<file path="config.mk">
export PLATFORM = sky130hd
export DESIGN_NAME = vx_flush_unit
export DESIGN_NICKNAME = d
export VERILOG_FILES = /design/src/rtl/vx_flush_unit_pkg.sv /design/src/rtl/vx_flush_unit.sv
export SDC_FILE = /design/constraint.sdc
export NUM_CORES = 1
export LEC_CHECK = 0
export BUFFER_PORTS_ARGS = -buffer_cell sky130_fd_sc_hd__buf_2
export CORE_MARGIN = 1.5
export CORE_UTILIZATION = 48
export DETAILED_ROUTE_END_ITERATION = 16
export HOLD_SLACK_MARGIN = 0.03
export PLACE_DENSITY = 0.75
export SYNTH_ARGS = -nofsm -noshare
export SYNTH_HDL_FRONTEND = slang
export SYNTH_SLANG_ARGS = --single-unit
</file>
<file path="constraint.sdc">
create_clock -name clk -period 1.5 [get_ports clk]
set_input_delay 0.075 -clock clk [delete_from_list [all_inputs] [get_ports clk]]
set_output_delay 0.075 -clock clk [all_outputs]
set_load 0.02 [all_outputs]
</file>
<file path="src/rtl/vx_flush_unit_pkg.sv">
// Shared cache-bank definitions: flush FSM state encoding and line-index sizing.
// Bank-level assertions import this package to reference flush_state_t.
package vx_flush_unit_pkg;

    typedef enum logic [2:0] {
        FLUSH_RST   = 3'd0,
        FLUSH_INIT  = 3'd1,
        FLUSH_IDLE  = 3'd2,
        FLUSH_DRAIN = 3'd3,
        FLUSH_INV   = 3'd4,
        FLUSH_RSP   = 3'd5
    } flush_state_t;

    // Number of lines held by one bank.
    function automatic int bank_lines(input int cache_size, input int line_size, input int num_banks);
        return cache_size / (line_size * num_banks);
    endfunction

    function automatic int line_select_bits(input int cache_size, input int line_size, input int num_banks);
        return $clog2(bank_lines(cache_size, line_size, num_banks));
    endfunction

endpackage

</file>
<file path="src/rtl/vx_flush_unit.sv">
// Bank-side flush responder: power-on invalidation sweep, then drain-and-invalidate
// on each tagged flush request, followed by a tagged completion response.
module vx_flush_unit
    import vx_flush_unit_pkg::*;
#(
    parameter int CACHE_SIZE      = 16384,
    parameter int CACHE_LINE_SIZE = 64,
    parameter int NUM_BANKS       = 1,
    parameter int TAG_WIDTH       = 4,
    localparam int LINES            = bank_lines(CACHE_SIZE, CACHE_LINE_SIZE, NUM_BANKS),
    localparam int LINE_SELECT_BITS = line_select_bits(CACHE_SIZE, CACHE_LINE_SIZE, NUM_BANKS)
) (
    input  logic                        clk,
    input  logic                        reset,
    input  logic                        flush_req_valid,
    input  logic [TAG_WIDTH-1:0]        flush_req_tag,
    output logic                        flush_req_ready,
    output logic                        flush_rsp_valid,
    output logic [TAG_WIDTH-1:0]        flush_rsp_tag,
    input  logic                        flush_rsp_ready,
    input  logic                        pipe_idle,
    input  logic                        tag_stall,
    output logic                        tag_inv_valid,
    output logic [LINE_SELECT_BITS-1:0] tag_inv_addr,
    output logic                        busy
);

    flush_state_t                state;
    flush_state_t                next_state;
    logic [LINE_SELECT_BITS-1:0] ctr;
    logic [TAG_WIDTH-1:0]        tag;

    logic sweeping;
    logic inv_fire;
    logic last_line;
    logic req_fire;

    // Fire/accept qualifiers are decoded from registered state; inputs only gate updates.
    assign sweeping  = (state == FLUSH_INIT) || (state == FLUSH_INV);
    assign inv_fire  = sweeping && !tag_stall;
    assign last_line = (ctr == LINE_SELECT_BITS'(LINES - 1));
    assign req_fire  = (state == FLUSH_IDLE) && flush_req_valid;

    always_ff @(posedge clk or posedge reset) begin
        if (reset) begin
            state <= FLUSH_RST;
            ctr   <= '0;
            tag   <= '0;
        end else begin
            state <= next_state;
            if (inv_fire) begin
                ctr <= ctr + LINE_SELECT_BITS'(1);
            end
            if (req_fire) begin
                tag <= flush_req_tag;
            end
        end
    end

    always_comb begin
        next_state = state;
        unique case (state)
            FLUSH_RST:   next_state = FLUSH_INIT;
            FLUSH_INIT:  if (inv_fire && last_line) next_state = FLUSH_IDLE;
            FLUSH_IDLE:  if (flush_req_valid) next_state = FLUSH_DRAIN;
            FLUSH_DRAIN: if (pipe_idle) next_state = FLUSH_INV;
            FLUSH_INV:   if (inv_fire && last_line) next_state = FLUSH_RSP;
            FLUSH_RSP:   if (flush_rsp_ready) next_state = FLUSH_IDLE;
            default:     next_state = FLUSH_RST;
        endcase
    end

    always_comb begin
        flush_req_ready = (state == FLUSH_IDLE);
        flush_rsp_valid = (state == FLUSH_RSP);
        flush_rsp_tag   = (state == FLUSH_RSP) ? tag : '0;
        tag_inv_valid   = sweeping;
        tag_inv_addr    = sweeping ? ctr : '0;
        busy            = (state != FLUSH_IDLE);
    end

endmodule
</file>
[Word-level counts from Yosys, hierarchy flattened]
Cells that the tools add are included.
Word-level totals
  register bits: 15
  output and inout port bits: 16
  word-level logic and storage cells: 31
Cells by class
  add/subtract/negate cells: 1
  equal/unequal tests: 12
  muxes and demuxes: 8
  reduce and logical (&&, ||, !) cells: 7
Operators by type and width (number)
  3-bit one-hot mux with 6 select lines: 1
  3-bit 2-to-1 mux: 5
  8-bit by 1-bit adder with 8-bit output (second input constant): 1
  8-bit == test (second input constant): 1
  8-bit 2-to-1 mux: 1
  3-bit by 2-bit == test with 1-bit output (second input constant): 2
  3-bit == test (second input constant): 2
  2-bit by 1-bit != test with 1-bit output (second input constant): 3
  5-bit AND reduction: 1
  4-bit 2-to-1 mux: 1
  2-bit != test (second input constant): 2
  3-bit by 1-bit == test with 1-bit output (second input constant): 1
  1-bit logical AND: 3
  3-bit zero test: 1
  3-bit by 2-bit != test with 1-bit output (second input constant): 1
  1-bit zero test: 1
  1-bit logical OR: 1

[Depth between registers and ports, before layout]
  word-level depth: 6
  gate-level depth with buffers: 5
  mapped depth without buffers: 4

[Least setup slack after synthesis]
Ideal clock, no wire load.
  path type: flip-flop to flip-flop
  start: register state[2]
  end: register tag[0]
  setup time: 125 ps
  data arrival time: 1170 ps
  data required time: 1375 ps
  path slack: 205 ps
  stages on the path, launching flop included: 5
  path buffers: 1
  clock period less this slack: 1295 ps
  cells stage by stage: dfrtp_1 -> buf_6 -> nand2b_1 -> nor2_4 -> mux2_2
Between the ends
  word-level cells in the longest chain between the ends: 2
RTL lines
  start, declared: RTL line vx_flush_unit.sv:28  | flush_state_t state;
  start signal, assigned: RTL line vx_flush_unit.sv:50  | state <= next_state;
  3-bit by 2-bit == test with 1-bit output: RTL line vx_flush_unit.sv:42  | assign req_fire = (state == FLUSH_IDLE) && flush_req_valid;
  1-bit logical AND: RTL line vx_flush_unit.sv:42
  end signal, assigned: RTL line vx_flush_unit.sv:55  | tag <= flush_req_tag;
  end, declared: RTL line vx_flush_unit.sv:31  | logic [TAG_WIDTH-1:0] tag;
No other way between the ends.
A chain may end at the register's enable or synchronous reset.

[Worst setup path in the final report]
  start: register state[0]
  end: output tag_inv_addr[7]
Between the ends
  word-level cells in the longest chain between the ends: 3
  elaborated cells between the ends (all ways): 4
  those cells by class: 2 x eq/ne; 1 x mux; 1 x reduce/logical
RTL lines
  3-bit by 1-bit == test with 1-bit output / 3-bit == test (equally long branches): RTL line vx_flush_unit.sv:39  | assign sweeping = (state == FLUSH_INIT) || (state == FLUSH_INV);
  1-bit logical OR *: RTL line vx_flush_unit.sv:39
  8-bit 2-to-1 mux *: RTL line vx_flush_unit.sv:78  | tag_inv_addr = sweeping ? ctr : '0;
  end, declared: RTL line vx_flush_unit.sv:24  | output logic [LINE_SELECT_BITS-1:0] tag_inv_addr,
Every way passes the cells marked *; elsewhere a longest branch is shown, timed or not.

==> run_results.csv <==
group,metric,value,unit
sta,hold_viol_final,0,
clock_tree,htreeDepth,1,
worst_setup_path,worstReg2RegEnd,"state[0]$_DFFE_PP0P_",
yosys,synth.most_common_cell,"dfrtp_1",
global_route,grt_pass1_vias,709,
worst_setup_path,r2r_cells,5,
worst_setup_path,critPathLaunchType,"flip-flop",
yosys,synthAdderAreaFrac,1.34,%
detailed_routing,wire_per_inst,16.1,µm
yosys,synth_area_leader_cell,"dfrtp_1",
global_route,grt_pass1_wl,3.17,mm
yosys,synth-main-ff-cell,"dfrtp_1",
floorplanning,start_util,52.4,%
yosys,ys_ff_latch,15,
place,gp_congestion,0.836,
worst_setup_path,cp.required,1420,ps
yosys,synthXorXnorAreaFrac,10.4,%
floorplanning,die_w,47.1,µm
floorplanning,die_y,47.1,µm
yosys,syn_nets,98,
finish,area_growth,51.5,%
yosys,synthArstFlopShare,100,%
power_and_ir_drop,power.density,2120,nW/µm²
global_route,grt_overflow,0,
sta,final_max_slew_viol_count,0,
finish,diodes,0,
yosys,synthMuxAreaShare,6.43,%
place,dp_cells,132,
place,dpl.hpwl,1.29,mm
detailed_routing,antenna_left,0,
yosys,ys_top_cells_by_area,"dfrtp_1 40%, xnor2_1 7.5%, and3_1 6.0%, mux2_2 4.8%, and2_1 3.3%",
sta,finalClockSkew,1.18,ps
sta,whs,106,ps
finish,utilization,79.4,%
yosys,synthSimpleGateAreaFrac,29.9,%
worst_setup_path,worst-setup-path-type,"flip-flop to primary output",
floorplanning,core,1780,µm²
sta,max_freq,665,MHz
worst_setup_path,cp.arrival,1430,ps
detailed_routing,dr_total_vias,838,
worst_setup_path,rrSetupSlack,40,ps
hold_path,hp-class,"input port to flip-flop",
sta,rsz0062_at_grt,"yes",
status,outcome,"complete, but fails checks",
sta,final-setup-viol-count,3,
detailed_routing,via_per_inst,5.41,
hold_path,min-delay-start,"pipe_idle",
hold_path,hold_depth,3,
floorplanning,io_pins,26,
yosys,synth_top_family_by_area,"simple AND/OR/NAND/NOR gates",
yosys,synth_edf_count,0,
yosys,synth-compound-area-share,5.22,%
global_route,grt_max_degree,16,
clock_tree,clock_path_buffers,2,
worst_setup_path,r2r-start,"state[2]$_DFFE_PP0P_",
worst_setup_path,crit_fanout,7,
worst_setup_path,endpoint_kind,"primary output",
global_route,grt_use_total,20.7,%
detailed_routing,drtIter0Drc,28,
sta,min_period_over_period,100,%
sta,period_minus_slack,1500,ps
floorplanning,fp.dieArea,2220,µm²
yosys,yosys.cell_types.count,37,
clock_tree,clock-root-buffer,"clkbuf_4",
yosys,synth_top_area_share,40.2,%
hold_path,holdPathEnd,"state[2]$_DFFE_PP0P_",
run,max-cap-violations,0,
yosys,synth_commonest_cells,"15 x dfrtp_1, 9 x and3_1, 8 x xnor2_1",
detailed_routing,drcViolationCount,0,
clock_tree,cts.sinks,15,
detailed_routing,routed_wl,2.50,mm
yosys,yosysSeqAreaShare,40.2,%
floorplanning,num_rows,15,
yosys,synth_area,935,µm²
power_and_ir_drop,power.leakage,0.644,nW
clock_tree,cts_buffers,3,
yosys,synth.avg_cell_area,10.7,µm²
sta,slew_headroom,61.6,%
clock_tree,clock_latency,280,ps
yosys,synth_cells,87,
yosys,synth_warnings,0,
detailed_routing,drtPass1Iterations,4,
status,violations,"negative setup slack",
sta,final.setup.worst_slack,-3.86,ps
power_and_ir_drop,ir_drop,0.00121,V
finish,fin_cells,155,
global_route,antenna_found_initial,0,
place,port_buffers,25,
finish,nNetsFinal,142,
sta,worst_pin_slew,575,ps
clock_tree,clk_pin_slew_worst_paths,90,ps
finish,drive_gt1_share,60.8,%
clock_tree,cts_tree,"yes",
-- how the worst max path moves through the flow --
stage,startpoint,to,cells after the start
after CTS,state[2]$_DFFE_PP0P_,flush_rsp_tag[1],4
after global routing,state[0]$_DFFE_PP0P_,tag_inv_addr[7],4
after global placement,state[2]$_DFFE_PP0P_,tag[3]$_DFFE_PP0P_,3
final,state[0]$_DFFE_PP0P_,tag_inv_addr[7],4
after detailed placement,ctr[0]$_DFFE_PP0P_,state[0]$_DFFE_PP0P_,4
after floorplan,state[2]$_DFFE_PP0P_,tag[0]$_DFFE_PP0P_,4
-- placed cells by master (no fill, tap or decap), drive strengths merged --
cell type and count:
o2bb2ai 1, and3b 1, mux2 5, nand2b 2, and2 6, o211ai 1, o21ai 1, ha 1
nor3b 1, clkinvlp 2, nor4bb 1, xor2 1, or4 1, xnor2 8, or2 1, dfrtp 15
a211oi 1, inv 3, and3 10, nand4b 1, o311ai 1, nand2 4, nand3 4, dlygate4sd3 5
nor2 3, buf 39, clkbuf 4, nand4 4, and4 2, o22ai 1
-- flip-flops by register name, summed over array words and instances (netlist names) --
signal / cells
tag: 4
ctr: 8
state: 3
-- stage by stage --
stage	setup TNS [ps]	area [µm²]	total power, mW	setup slack (ps)
after floorplan	0	935	1.75	205
after global placement	0	1060	1.99	115
after detailed placement	0	1060	2.02	76.7
after CTS	-150	1200	2.34	-31.6
after global routing	-653	1420	3.19	-67.4
final	-8.07	1420	3.00	-3.86
-- per-layer routing --
| layer | wire length, µm | part of all wire, % | vias to the layer above | track usage, % |
|---|---|---|---|---|
| met2 | 1310 | 52 | 41 | 31.8 |
| met4 | 40 | 1.6 | 0 | 13.3 |
| li1 | - | - | 393 | - |
| met5 | 0 | 0 | - | 0 |
| met3 | 137 | 5.5 | 6 | 2.69 |
| met1 | 1010 | 40 | 398 | 27.4 |
-- layout make-up --
type	instances	area [µm²]
clock buffers	4	26.3
flip-flops and latches	15	379
well taps	25	31.3
fillers	120	367
repair inverters	1	7.51
inverters	4	18.8
repair buffers	44	387
multi-input cells	62	567
-- critical path: stages (launching register included) --
cell     delay [ps]
dfrtp_2         480
xor2_4          210
buf_6           150
and3_4          190
buf_6           110
-- cells by family after synthesis --
| logic type | after synthesis |
|---|---|
| and+or+nand+nor | 41 |
| xor gates and xnor gates | 9 |
| buffers and inverters | 10 |
| DFF | 15 |
| adders and majority gates | 1 |
| muxes | 5 |
| AOI/OAI and AO/OA | 6 |
-- power breakdown --
group          leakage, nW  switching (mW)  internal [mW]
clock               0.0150           0.129          0.103
combinational        0.445           0.862           1.07
sequential           0.184           0.257          0.579
-- what timing repair did --
action,4_1_cts,5_1_grt
gates resized for setup,14,45
buffers inserted,6,8
hold endpoints to repair,19,0
pin swaps,0,8
gates cloned,0,1
endpoints found under the setup margin,15,17
hold buffers,5,0
Power figures use the tool's default switching activity.
